## src/rtl/dmem_arbiter.sv

```systemverilog
// dmem_arbiter: two-requester (CPU = m0, DMA = m1) round-robin arbiter in front
// of a single-port, word-addressed data memory with combinational read data.
// Loads and full-word stores complete one cycle after acceptance. Partial
// stores take two: a read pass that merges the enabled byte lanes, then a
// single write of the merged word.
//
// Ports
//   clk, reset              clock, synchronous active-high reset
//   mX_req/we/addr/wdata/be request from requester X (X = 0 CPU, 1 DMA)
//   mX_gnt                  one-cycle completion pulse for requester X
//   mX_rdata                registered load data for requester X
//   busy                    high whenever the FSM is not idle
//   mem_wr_en/addr/wdata    memory write port (mem_addr also drives the read)
//   mem_rdata               same-cycle memory read data for mem_addr
module dmem_arbiter #(
    parameter int unsigned NUM_WORDS = 64
) (
    input  logic        clk,
    input  logic        reset,
    input  logic        m0_req,
    input  logic        m0_we,
    input  logic [31:0] m0_addr,
    input  logic [31:0] m0_wdata,
    input  logic [3:0]  m0_be,
    input  logic        m1_req,
    input  logic        m1_we,
    input  logic [31:0] m1_addr,
    input  logic [31:0] m1_wdata,
    input  logic [3:0]  m1_be,
    output logic        m0_gnt,
    output logic        m1_gnt,
    output logic [31:0] m0_rdata,
    output logic [31:0] m1_rdata,
    output logic        busy,
    output logic        mem_wr_en,
    output logic [31:0] mem_addr,
    output logic [31:0] mem_wdata,
    input  logic [31:0] mem_rdata
);

    localparam int unsigned DATA_W  = 32;
    localparam int unsigned BE_W    = DATA_W / 8;
    localparam int unsigned WADDR_W = 30;

    typedef enum logic [1:0] {
        IDLE     = 2'd0,
        ACCESS   = 2'd1,
        MERGE_WR = 2'd2
    } state_e;

    state_e               state_q, state_d;
    logic                 last_grant_q, last_grant_d;
    logic                 win_q, win_d;
    logic                 we_q, we_d;
    logic [WADDR_W-1:0]   waddr_q, waddr_d;
    logic [DATA_W-1:0]    wdata_q, wdata_d;
    logic [BE_W-1:0]      be_q, be_d;
    logic [DATA_W-1:0]    merged_q, merged_d;
    logic [DATA_W-1:0]    m0_rdata_q, m0_rdata_d;
    logic [DATA_W-1:0]    m1_rdata_q, m1_rdata_d;
    logic                 m0_gnt_q, m0_gnt_d;
    logic                 m1_gnt_q, m1_gnt_d;
    logic                 busy_q, busy_d;
    logic                 mem_wr_en_q, mem_wr_en_d;
    logic [DATA_W-1:0]    mem_wdata_q, mem_wdata_d;

    // Arbitration result and the winner's request fields, valid in IDLE
    logic                 sel_m1_c;
    logic                 sel_we_c;
    logic [WADDR_W-1:0]   sel_waddr_c;
    logic [DATA_W-1:0]    sel_wdata_c;
    logic [BE_W-1:0]      sel_be_c;
    logic [DATA_W-1:0]    merge_c;

    // Byte-offset bits never reach the memory; words are always aligned
    logic unused_addr_lsbs;
    assign unused_addr_lsbs = ^{m0_addr[1:0], m1_addr[1:0]};

    // Round-robin: a lone requester wins, a tie goes to the one not granted last
    always_comb begin
        sel_m1_c = 1'b0;
        if (m0_req && m1_req) begin
            sel_m1_c = ~last_grant_q;
        end else begin
            sel_m1_c = m1_req;
        end
        sel_we_c    = sel_m1_c ? m1_we : m0_we;
        sel_waddr_c = sel_m1_c ? m1_addr[31:2] : m0_addr[31:2];
        sel_wdata_c = sel_m1_c ? m1_wdata : m0_wdata;
        sel_be_c    = sel_m1_c ? m1_be : m0_be;
    end

    // Per-lane merge of store data over the current memory word
    always_comb begin
        merge_c = '0;
        for (int i = 0; i < int'(BE_W); i++) begin
            merge_c[8*i +: 8] = be_q[i] ? wdata_q[8*i +: 8] : mem_rdata[8*i +: 8];
        end
    end

    // Next-state and registered-output logic
    always_comb begin
        state_d      = state_q;
        last_grant_d = last_grant_q;
        win_d        = win_q;
        we_d         = we_q;
        waddr_d      = waddr_q;
        wdata_d      = wdata_q;
        be_d         = be_q;
        merged_d     = merged_q;
        m0_rdata_d   = m0_rdata_q;
        m1_rdata_d   = m1_rdata_q;
        m0_gnt_d     = 1'b0;
        m1_gnt_d     = 1'b0;
        mem_wr_en_d  = 1'b0;
        mem_wdata_d  = mem_wdata_q;

        case (state_q)
            IDLE: begin
                if (m0_req || m1_req) begin
                    win_d   = sel_m1_c;
                    we_d    = sel_we_c;
                    waddr_d = sel_waddr_c;
                    wdata_d = sel_wdata_c;
                    be_d    = sel_be_c;
                    state_d = ACCESS;
                    // Full-word stores write during ACCESS, so arm the strobe now
                    if (sel_we_c && (sel_be_c == 4'b1111)) begin
                        mem_wr_en_d = 1'b1;
                        mem_wdata_d = sel_wdata_c;
                    end
                end
            end

            ACCESS: begin
                if (!we_q) begin
                    if (win_q) begin
                        m1_rdata_d = mem_rdata;
                    end else begin
                        m0_rdata_d = mem_rdata;
                    end
                    m0_gnt_d     = ~win_q;
                    m1_gnt_d     = win_q;
                    last_grant_d = win_q;
                    state_d      = IDLE;
                end else if ((be_q == 4'b1111) || (be_q == 4'b0000)) begin
                    m0_gnt_d     = ~win_q;
                    m1_gnt_d     = win_q;
                    last_grant_d = win_q;
                    state_d      = IDLE;
                end else begin
                    merged_d    = merge_c;
                    mem_wr_en_d = 1'b1;
                    mem_wdata_d = merge_c;
                    state_d     = MERGE_WR;
                end
            end

            MERGE_WR: begin
                m0_gnt_d     = ~win_q;
                m1_gnt_d     = win_q;
                last_grant_d = win_q;
                state_d      = IDLE;
            end

            default: begin
                state_d = IDLE;
            end
        endcase

        busy_d = (state_d != IDLE);
    end

    always_ff @(posedge clk) begin
        if (reset) begin
            state_q      <= IDLE;
            last_grant_q <= 1'b1;
            win_q        <= 1'b0;
            we_q         <= 1'b0;
            waddr_q      <= '0;
            wdata_q      <= '0;
            be_q         <= '0;
            merged_q     <= '0;
            m0_rdata_q   <= '0;
            m1_rdata_q   <= '0;
            m0_gnt_q     <= 1'b0;
            m1_gnt_q     <= 1'b0;
            busy_q       <= 1'b0;
            mem_wr_en_q  <= 1'b0;
            mem_wdata_q  <= '0;
        end else begin
            state_q      <= state_d;
            last_grant_q <= last_grant_d;
            win_q        <= win_d;
            we_q         <= we_d;
            waddr_q      <= waddr_d;
            wdata_q      <= wdata_d;
            be_q         <= be_d;
            merged_q     <= merged_d;
            m0_rdata_q   <= m0_rdata_d;
            m1_rdata_q   <= m1_rdata_d;
            m0_gnt_q     <= m0_gnt_d;
            m1_gnt_q     <= m1_gnt_d;
            busy_q       <= busy_d;
            mem_wr_en_q  <= mem_wr_en_d;
            mem_wdata_q  <= mem_wdata_d;
        end
    end

    // Depth only bounds the memory; out-of-range word indices wrap there
    always @(posedge clk) begin
        if (!reset && (state_q == ACCESS)) begin
            assert (NUM_WORDS != 0);
        end
    end

    assign m0_gnt    = m0_gnt_q;
    assign m1_gnt    = m1_gnt_q;
    assign m0_rdata  = m0_rdata_q;
    assign m1_rdata  = m1_rdata_q;
    assign busy      = busy_q;
    assign mem_addr  = {waddr_q, 2'b00};
    assign mem_wdata = mem_wdata_q;
    // Reset landing in the write cycle must suppress that write, not just later ones
    assign mem_wr_en = mem_wr_en_q & ~reset;

endmodule
```

## config.mk

```make
export PLATFORM = sky130hd
export DESIGN_NAME = dmem_arbiter
export DESIGN_NICKNAME = d
export VERILOG_FILES = /design/src/rtl/dmem_arbiter.sv
export SDC_FILE = /design/constraint.sdc
export NUM_CORES = 1
export LEC_CHECK = 0
export CAP_MARGIN = 20
export CORE_MARGIN = 2
export CORE_UTILIZATION = 39
export DETAILED_ROUTE_END_ITERATION = 6
export GPL_ROUTABILITY_DRIVEN = 0
export PLACE_DENSITY = 0.85
export SLEW_MARGIN = 20
export SYNTH_ARGS = -nofsm -noshare
export SYNTH_HDL_FRONTEND = slang
export SYNTH_SLANG_ARGS = --single-unit
```

## constraint.sdc

```tcl
create_clock -name clk -period 2.06 [get_ports clk]
set_input_delay 0.412 -clock clk [delete_from_list [all_inputs] [get_ports clk]]
set_output_delay 0.412 -clock clk [all_outputs]
set_load 0.01 [all_outputs]
```

== After elaboration in Yosys (flattened, before gate mapping) ==
Cells that the tools add are included.
Storage, ports and cells
  bits in registers: 171
  input bits: 174
  output and inout bits: 132
  logic and storage cells: 74
Cells by class
  eq/ne operators: 9
  mux-type cells: 32
  bitwise operators: 5
  reductions and logical operators: 14
Operators with widths (count)
  2-to-1 mux 32 bit: 5
  one-hot mux 32 bit (2 select lines): 1
  2-to-1 mux 8 bit: 4
  2-to-1 mux 30 bit: 1
  2-to-1 mux 1 bit: 12
  == test 4 bit, second input constant: 2
  != test 2 bit, second input constant: 4
  one-hot mux 1 bit (2 select lines): 4
  2-to-1 mux 2 bit: 3
  AND reduction 3 bit: 2
  nonzero test 2 bit: 3
  AND reduction 5 bit: 1
  logical NOT 4 bit: 1
  2-to-1 mux 4 bit: 1
  inverter 1 bit: 4
  one-hot mux 2 bit (2 select lines): 1
  AND reduction 2 bit: 2
  != test 3 bit, second input constant: 1
  == test 2 x 1 -> 1 bit, second input constant: 1
  == test 2 bit, second input constant: 1
  logical AND 1 bit: 2
  logical NOT 2 bit: 1
  logical OR 1 bit: 2
  bitwise AND 1 bit: 1

== Depth between registers and ports, before layout ==
  depth in word-level cells: 8
  depth in mapped cells: 9
  mapped depth without buffers: 6

== Worst setup path after synthesis ==
Ideal clock, no wire load.
  path kind: input to register
  start point: input m1_req
  end point: register mem_wdata_q[31] (netlist: mem_wdata[31])
  setup time: 121 ps
  arrival: 1746 ps
  required time: 1939 ps
  slack: 192 ps
  cell stages on the path: 6
  buffers on the path: 1
  cells stage by stage: a21boi_4 -> mux2i_1 -> a31oi_4 -> buf_2 -> nor2_1 -> mux2_4
Between the ends
  word-level cells in the longest chain between the ends: 7
  elaborated cells between the ends (all ways): 14
  those cells by class: eq/ne (3); mux (7); reduce/logical (4)
Ends and longest elaborated chain
  from (decl): line 25  | input logic m1_req,
  logical AND 1 bit: line 82  | if (m0_req && m1_req) begin
  2-to-1 mux 1 bit: line 82
  2-to-1 mux 4 bit: line 90  | sel_be_c = sel_m1_c ? m1_be : m0_be;
  == test 4 bit: line 128  | if (sel_we_c && (sel_be_c == 4'b1111)) begin
  logical AND 1 bit: line 128
  != test 2 bit (no source line)
  AND reduction 5 bit (no source line)
  to (signal assigned): line 206  | mem_wdata_q <= mem_wdata_d;
  to (decl): line 65  | logic [DATA_W-1:0] mem_wdata_q, mem_wdata_d;
Parallel ways exist; a longest one is shown, timed or not. The select of a mux whose other input is x is not followed.
A chain may end at the register's enable or synchronous reset.

== Worst setup path after layout ==
  start point: register last_grant_q
  end point: register mem_wdata_q[25] (netlist: mem_wdata[25])
Between the ends
  word-level cells in the longest chain between the ends: 7
  elaborated cells between the ends (all ways): 12
  those cells by class: eq/ne (2); mux (7); bitwise (1); reduce/logical (2)
Ends and longest elaborated chain
  from (decl): line 52  | logic last_grant_q, last_grant_d;
  from (signal assigned): line 193  | last_grant_q <= last_grant_d;
  inverter 1 bit *: line 83  | sel_m1_c = ~last_grant_q;
  2-to-1 mux 1 bit *: line 82
  2-to-1 mux 4 bit: line 90
  == test 4 bit: line 128
  logical AND 1 bit: line 128
  != test 2 bit (no source line)
  AND reduction 5 bit (no source line)
Every way passes the cells marked *; elsewhere a longest branch is shown, timed or not. The select of a mux whose other input is x is not followed.

==> out/metrics.cfg <==
[final_layout]
fin_nets = 1379
synthToLayoutAreaGrowth_pct = 54.8
fin_util = 0.621
fillers = 1614
num_antenna_cells = 0
drive_gt1_frac = 0.104

[die]
dieWidth_um = 143
start_util = 0.401
io_pins = 306
rows = 50
placeableCoreArea_mm2 = 0.0188
die_h_um = 143
die-area_mm2 = 0.0205

[logic_synthesis]
synth_top_area_cell = dfxtp_1
synth_edf_count = 0
synthDistinctLibCells = 34
synth_warnings = 0
ys_seq_area_frac = 0.453
syn_area_mm2 = 0.00755
avgSynthCellArea_um2 = 8.27
synth_ff_type = dfxtp_1
synth.top_cell.area_share = 0.453
synth_seq_cells = 171
synth_top_cells_by_count = dfxtp_1 (171), nand2_1 (165), nor2_1 (103)
async_flop_share = 0
synthCells = 913
synthTopCellsByArea = dfxtp_1 (45%), mux2i_1 (9.1%), nand2_1 (8.2%)
yosysMostFrequentCell = dfxtp_1

[sta]
hold_viol = 0
skew_ps = 7.39
maxSlewHeadroom = 0.462
final.period_utilization = 0.950
min_period_ps = 1960
final_max_slew_viol_count = 0
max_freq_ghz = 0.511
tightest_slew_ps = 807
grt_setup_unrepaired = false
final-setup-viol-count = 0

[worst_setup_path]
critPathCaptureType = register
crit_arrival_ps = 2300
crit_fanout = 5
worst-setup-path-type = register to register
cp.required_ps = 2400
critPathLaunchType = register

[pwr]
vdd_drop_max_uv = 564
p_per_area_mw_per_mm2 = 794
total_power_mw = 9.27
power.leakage_nw = 4.31

[cts]
clk_latency_ps = 420
clk_pin_slew_ps = 60
cts_tree = built
cts-buffers-inserted = 17
root_buffer = clkbuf_16
cts_buffer_depth = 2
cts_max_level = 4
cts_sinks = 171

[grt]
gr-usage-all-layers = 0.234
grt_pass1_wl_um = 37600
grt_pass1_vias = 7530
overflow = 0
antenna_found_initial = 0
grt_max_degree = 169

[drt]
drt_iter0_markers = 389
via_per_inst = 5.17
drtAntennaViolNets = 0
first_pass_iters = 5
wl_um = 24700
wl_per_cell_um = 16.7
drc = 0
vias = 7627

[worst_hold_path]
holdCritPathClass = register to register

[status]
status = finished, final reports clean

[run]
cap_violations = 0

[place]
hpwl_um = 17300
io_buffer_count = 299

## power breakdown
part / internal (mW) / switching (mW) / total, mW
clock: 1.87 / 1.38 / 3.24
combinational: 1.20 / 1.09 / 2.29
sequential: 3.59 / 0.154 / 3.74
## logic make-up after synthesis
logic type | count (synthesis) | share of synthesized area
AOI/OAI and AO/OA | 208 | 0.158
adders and majority gates | 3 | 0.00497
buffers and inverters | 85 | 0.0515
DFF | 171 | 0.453
muxes | 101 | 0.140
other | 1 | 0.000497
and+or+nand+nor | 344 | 0.192
## per-layer routing
layer	wire length, µm	global-route usage	up-vias	share of wire
met5	0	0	-	0
met4	777	0.0959	0	0.031
met3	1750	0.0630	55	0.071
met2	12100	0.412	265	0.49
met1	10100	0.267	3597	0.41
li1	-	-	3710	-
## layout make-up
class                   count  area, µm²  area share
clock buffers              20        457      0.0391
clock inverters            12        138      0.0118
inverters                   6       22.5     0.00193
multi-input cells         658       3780       0.324
flip-flops and latches    171       3420       0.293
well taps                 260        325      0.0278
repair buffers            348       3540       0.303
## what timing repair did
item                                    4_1_cts  5_1_grt
endpoints found under the setup margin        0       11
resized for setup                             0        5
hold buffers                                  0        0
setup buffers                                 0        4
## worst max-delay path, cell delays in order (launching register included)
cell and delay (ps):
dfxtp_1 360, a21boi_4 220, buf_4 150, a32o_1 180
a31oi_4 170, buf_4 180, clkbuf_16 140, or3_1 350
a21oi_1 120
## cell usage in the layout (no fill, tap or decap), types with 3 or more instances in the layout
master           netlist  routed
a21oi_1               98      96
a211oi_1              38      38
nor3_1                33      31
nand2_1              165     165
buf_12                 0       9
nor2_1               103     102
inv_6                  0       3
clkdlybuf4s50_1        0     296
clkbuf_16              0      20
mux2i_1               69      69
or3_1                 33      33
clkinv_4               0       3
inv_1                  6       6
o21ai_0               55      55
mux2_2                31      31
o21ai_1                9       8
buf_6                  4       3
nor2b_1                3       3
buf_4                  6      35
dfxtp_1              171     171
## registers in the layout, summed over array words and instances, names as in the netlist
register / cells
m0_rdata: 32
m1_rdata: 32
mem_wdata: 32
wdata_q: 32
waddr_q: 30
be_q: 4
state_q: 2
busy: 1
last_grant_q: 1
m0_gnt: 1
m1_gnt: 1
mem_wr_en_q: 1
we_q: 1
win_q: 1
## metrics by stage
| stage | worst slack (ps) | cells | TNS (ps) | hold slack [ps] | cell area (µm²) |
|---|---|---|---|---|---|
| after detailed placement | -361 | 1435 | -16980 | 447 | 10900 |
| after CTS | 35.4 | 1467 | 0 | 456 | 11500 |
| after global placement | -300 | 1435 | -13990 | 441 | 10900 |
| final | 103 | 1475 | 0 | 455 | 11700 |
| after floorplan | 192 | 914 | 0 | 434 | 7560 |
| after global routing | 17.0 | 1475 | 0 | 473 | 11700 |
## path summary, 6_finish.rpt
kind / start / to / slack [ps] / cells past startpoint
setup / recovery: last_grant_q / mem_wdata[25] / 100 / 8
hold / removal: m1_rdata[17] / m1_rdata[17] / 460 / 2
setup reg to reg: last_grant_q / mem_wdata[25] / 100 / 8
hold reg to reg: m1_rdata[17] / m1_rdata[17] / 460 / 2
No activity file was read; power rests on OpenSTA's default activity.
